File: config.mk
export PLATFORM = sky130hd
export DESIGN_NAME = unidad_fetch_param
export DESIGN_NICKNAME = d
export VERILOG_FILES = /design/src/rtl/unidad_fetch_param.sv
export SDC_FILE = /design/constraint.sdc
export NUM_CORES = 1
export LEC_CHECK = 0
export CAP_MARGIN = 20
export CORE_AREA = 2 2 85 87
export CTS_CLUSTER_SIZE = 25
export DETAILED_ROUTE_END_ITERATION = 10
export DIE_AREA = 0 0 87 89
export PLACE_DENSITY = 0.75
export RECOVER_POWER = 25
export REMOVE_ABC_BUFFERS = 1
export SYNTH_ARGS = -nofsm -noshare
export SYNTH_HDL_FRONTEND = slang
export SYNTH_SLANG_ARGS = --single-unit
File: constraint.sdc
create_clock -name i_Clk -period 3 [get_ports i_Clk]
set_clock_uncertainty 0.15 [all_clocks]
set_input_delay 0.3 -clock i_Clk [delete_from_list [all_inputs] [get_ports i_Clk]]
set_output_delay 0.3 -clock i_Clk [all_outputs]
set_load 0.1 [all_outputs]
File: src/rtl/unidad_fetch_param.sv
// rtl/unidad_fetch_param.sv - parametrised PC, return stack and instruction register with tick-paced fetch handshake
module unidad_fetch_param #(
    parameter int                ADDR_W      = 8,
    parameter int                INSTR_W     = 9,
    parameter int                STACK_DEPTH = 4,
    parameter logic [ADDR_W-1:0] RESET_ADDR  = '0,
    localparam int               LVL_W       = $clog2(STACK_DEPTH + 1)
) (
    input  logic               i_Clk,
    input  logic               i_Rst,
    input  logic               i_Tick,
    input  logic [INSTR_W-1:0] i_Instr,
    input  logic               i_Instr_valid,
    input  logic               i_Jump,
    input  logic               i_Call,
    input  logic               i_Ret,
    input  logic [ADDR_W-1:0]  i_Target,
    input  logic               i_Halt,
    input  logic               i_Resume,
    output logic [ADDR_W-1:0]  o_Fetch_addr,
    output logic               o_Fetch_req,
    output logic [INSTR_W-1:0] o_Instr,
    output logic               o_Instr_valid,
    output logic [ADDR_W-1:0]  o_Return_addr,
    output logic [LVL_W-1:0]   o_Stack_level,
    output logic               o_Overflow,
    output logic               o_Underflow,
    output logic               o_Halted
);

    localparam int IDX_W = (STACK_DEPTH > 1) ? $clog2(STACK_DEPTH) : 1;

    typedef enum logic [2:0] {
        S_IDLE,
        S_REQ,
        S_EXEC,
        S_HALT,
        S_FAULT
    } state_t;

    state_t            state, state_next;
    logic [ADDR_W-1:0] pc;
    logic [ADDR_W-1:0] pc_inc;
    logic [LVL_W-1:0]  level;
    logic [ADDR_W-1:0] stack_mem [STACK_DEPTH];
    logic [IDX_W-1:0]  top_idx;
    logic [IDX_W-1:0]  push_idx;
    logic              stack_empty;
    logic              stack_full;
    logic              in_exec;
    logic              take_ret;
    logic              take_call;
    logic              err_under;
    logic              err_over;

    assign pc_inc      = pc + 1'b1;
    assign top_idx     = IDX_W'(level - 1'b1);
    assign push_idx    = IDX_W'(level);
    assign stack_empty = (level == '0);
    assign stack_full  = (level == LVL_W'(STACK_DEPTH));
    assign in_exec     = (state == S_EXEC);

    // Decision priority in the execute cycle: return, then call, then jump.
    assign take_ret  = in_exec & i_Ret;
    assign take_call = in_exec & ~i_Ret & i_Call;
    assign err_under = take_ret & stack_empty;
    assign err_over  = take_call & stack_full;

    assign o_Fetch_addr  = pc;
    assign o_Stack_level = level;
    assign o_Return_addr = stack_empty ? '0 : stack_mem[top_idx];

    always_ff @(posedge i_Clk or negedge i_Rst) begin
        if (!i_Rst) begin
            state <= S_IDLE;
        end else begin
            state <= state_next;
        end
    end

    always_comb begin
        state_next = state;
        case (state)
            S_IDLE: begin
                if (i_Halt) begin
                    state_next = S_HALT;
                end else if (i_Tick) begin
                    state_next = S_REQ;
                end
            end
            S_REQ: begin
                if (i_Instr_valid) begin
                    state_next = S_EXEC;
                end
            end
            S_EXEC: begin
                if (err_under || err_over) begin
                    state_next = S_FAULT;
                end else if (i_Halt) begin
                    state_next = S_HALT;
                end else begin
                    state_next = S_IDLE;
                end
            end
            S_HALT: begin
                if (i_Resume) begin
                    state_next = S_IDLE;
                end
            end
            S_FAULT: state_next = S_FAULT;
            default: state_next = S_IDLE;
        endcase
    end

    always_comb begin
        o_Fetch_req   = (state == S_REQ);
        o_Instr_valid = (state == S_EXEC);
        o_Halted      = (state == S_HALT);
    end

    always_ff @(posedge i_Clk or negedge i_Rst) begin
        if (!i_Rst) begin
            pc          <= RESET_ADDR;
            o_Instr     <= '0;
            level       <= '0;
            o_Overflow  <= 1'b0;
            o_Underflow <= 1'b0;
            for (int i = 0; i < STACK_DEPTH; i++) begin
                stack_mem[i] <= '0;
            end
        end else begin
            if (state == S_REQ && i_Instr_valid) begin
                o_Instr <= i_Instr;
            end
            // A faulting return or call leaves PC and stack untouched.
            if (in_exec) begin
                if (take_ret) begin
                    if (stack_empty) begin
                        o_Underflow <= 1'b1;
                    end else begin
                        pc    <= stack_mem[top_idx];
                        level <= level - 1'b1;
                    end
                end else if (take_call) begin
                    if (stack_full) begin
                        o_Overflow <= 1'b1;
                    end else begin
                        stack_mem[push_idx] <= pc_inc;
                        pc                  <= i_Target;
                        level               <= level + 1'b1;
                    end
                end else if (i_Jump) begin
                    pc <= i_Target;
                end else begin
                    pc <= pc_inc;
                end
            end
        end
    end

endmodule
==> impl_metrics.ini, run 1 <==
[run_status]
run_status = finished clean

[die]
design.core.area_um2 = 6720
io_pins = 59
die_area_um2 = 7740
initial_utilization = 0.431
chipWidth_um = 87
dieHeight_um = 89
rows = 30

[logic_synthesis]
synth_edf_count = 0
synth.top_cell.area_share = 0.493
synth_fa_ha_area_frac = 0.0259
syn-mean-instance-area_um2 = 10.8
synth_area_in_simple_gates = 0.168
synthesis.instances = 267
dominant_combinational_cell_family_by_area_after_synthesis = simple AND/OR/NAND/NOR gates
synth_seq_cells = 57
synth_area_leaders = dfrtp_1, mux4_2, nand2_1
ys_seq_area_frac = 0.493
synth_compound_gate_area_share = 0.131
synth_xor_area_frac = 0.0272
synth_mux_area_frac = 0.127
syn_area_um2 = 2900
yosys.cell_types.count = 45
synth-async-reset-ratio = 1.00
yosysWarningCount = 0
synth_ff_type = dfrtp_1
yosys.area.top_type = dfrtp_1

[clock_network]
post-cts-setup-buffer-count = 0
cts.clk_slew.worst_paths_ns = 0.07
h-tree-depth = 3
tritoncts.num_buffers = 9
tritoncts = yes
cts.path.max_buffers = 2
clock_tree.root_cell = clkbuf_8
clock_sink_count = 57
clk-insertion-delay-late_ns = 0.34

[critical_path]
setup.worst_path.class = flip-flop to primary output
timing.critical_path.cells = inv_1, ha_1, mux4_2, and2_1, buf_12
cp_max_fanout = 9
arrival_ns = 2.15
critical-path-top-delay-family = adder cells
cp.depth = 5
critical-path-slowest-cell = ha_1
critical_path_required_ns = 2.55
timing.critical_path.from_type = flip-flop
worstRegToRegCells = 4
cp_slowest_stage_delay_ns = 0.53
crit_path_end_kind = primary output
worst-path-buf-inv = 2

[timing]
fmaxAchievable_ghz = 0.384
report.final.slew_viol_count = 0
timing.max_slew.rel_slack = 0.215
max_slew.worst_pin.slew_ns = 1.18
rsz0062_at_grt = false
finalCriticalPeriod_ns = 2.60
report.final.hold_viol_count = 0
timing.final.setup_violations = 0
final_min_period_over_clock_period = 0.868
fin_worst_hold_slack_ns = 0.333

[place]
port_buffers = 58
gp_congestion = 0.877
dpl.hpwl_um = 5170

[cells_and_area]
most-common-layout-cells = dfrtp_1, nand2_1, o21ai_1, clkdlybuf4s50_1, nor2_1
post_route_cells_drive_above_1_share = 0.207
flow.area_growth_from_synthesis_pct = 28.7
final_common_cell = dfrtp_1
layout.nets = 361
num_antenna_cells = 0

[global_routing]
grt-ovfl-total = 0
pin_count_of_the_biggest_net_entering_global_routing = 41
track_usage = 0.193
antenna_found_initial = 0
grt_pass1_vias = 2156
global_route_wire_length_before_repair_um = 11200

[routing]
route.final.wire_length_um = 6870
drt_iter0_drc = 103
number_of_vias_in_the_routed_layout = 2247
first_pass_iters = 5
viasPerCell = 5.43
drc = 0
routedWlPerCell_um = 16.6
ant_nets = 0

[hold_path]
worst_hold_path.num_cells = 2
hold_path.class = flip-flop to flip-flop

[job]
drv.max_cap_violation_count = 0
routing by layer:
metal	share of wire	up-vias	routed length [um]	track usage
li1	-	1062	-	-
met1	0.46	1092	3150	0.282
met2	0.45	81	3100	0.278
met3	0.072	12	496	0.0406
met4	0.017	0	119	0.0810
met5	0	-	0	0
registers in the layout (all words and copies together), names as in the netlist:
| signal | cells |
|---|---|
| o_Underflow | 1 |
| o_Fetch_addr | 8 |
| o_Instr | 9 |
| stack_mem | 32 |
| o_Stack_level | 3 |
| state | 3 |
| o_Overflow | 1 |
Yosys cell counts, types with 2 or more instances:
library cell,count
a21oi_1,10
nand3_4,3
nand3_1,3
o21ai_0,8
buf_2,5
nand2_1,45
a211oi_1,2
mux2i_1,2
dfrtp_1,57
a211o_1,4
o21bai_1,3
mux2_1,4
mux4_2,8
nor2_1,17
mux2_2,11
buf_6,2
inv_1,4
o21ai_1,24
and2_1,11
clkbuf_1,3
xnor2_1,7
xor2_1,2
nor2b_1,3
nand2b_1,3
ha_1,6
final cells by class:
cell class / count / area [um^2]
fillers: 574 / 2990
flip-flops and latches: 57 / 1430
multi-input cells: 195 / 1390
repair buffers: 62 / 577
clock buffers: 9 / 124
well taps: 80 / 100
clock inverters: 7 / 95.1
inverters: 4 / 15.0
worst reg2reg max path, stage by stage (launching register included):
cell and delay, ns:
dfrtp_1 0.48, nor3b_4 0.47, and2_4 0.31, nand2b_2 0.18, mux2_1 0.35
per-stage QoR:
stage / instance area [um^2] / cells / util / setup slack (ns) / setup TNS [ns]
floorplan: 2830 / 256 / - / -0.468 / -3.73
global placement: 3540 / 397 / 0.528 / 0.698 / 0
detailed placement: 3540 / 397 / 0.528 / 0.644 / 0
CTS: 3770 / 414 / 0.562 / 0.373 / 0
global route: 3720 / 414 / 0.554 / 0.283 / 0
finish: 3720 / 414 / 0.554 / 0.397 / 0
timing repair:
| action | in CTS | in global routing |
|---|---|---|
| hold endpoints to repair | 39 | 0 |
| gates resized for setup | 0 | 0 |
| hold buffers | 1 | 0 |
cells by family after synthesis:
| kind of cell | after synthesis |
|---|---|
| AO/OA/AOI/OAI | 61 |
| XOR/XNOR | 9 |
| adder cells (fa/ha/maj) | 6 |
| buffers and inverters | 15 |
| flip-flops | 57 |
| multiplexers | 25 |
| AND/OR/NAND/NOR | 94 |
worst paths after layout:
path,startpoint,end,slack [ns]
max reg2reg,state[0]$_DFFE_PN0P_,stack_mem[25]$_DFFE_PN0P_,0.92
min reg2reg,stack_mem[23]$_DFFE_PN0P_,stack_mem[23]$_DFFE_PN0P_,0.33
max,o_Stack_level[1]$_DFFE_PN0P_,o_Return_addr[3],0.40
min in group asynchronous,i_Rst,o_Instr[4]$_DFFE_PN0P_,0.52
min,stack_mem[23]$_DFFE_PN0P_,stack_mem[23]$_DFFE_PN0P_,0.33
max in group asynchronous,i_Rst,stack_mem[27]$_DFFE_PN0P_,1.34
Power of run 1 is not shown: default switching activity piles up to over one toggle a cycle in this logic, so the estimate is an artifact.
==> run 2: changes to the inputs <==
--- a/config.mk
+++ b/config.mk
@@ -16,3 +16,4 @@
 export SYNTH_ARGS = -nofsm -noshare
 export SYNTH_HDL_FRONTEND = slang
 export SYNTH_SLANG_ARGS = --single-unit
+export TNS_END_PERCENT = 50
==> results of run 2 <==
The final DEF is identical to that of run 1; final timing and power are the same.
Power of run 2 is left out for the same reason.
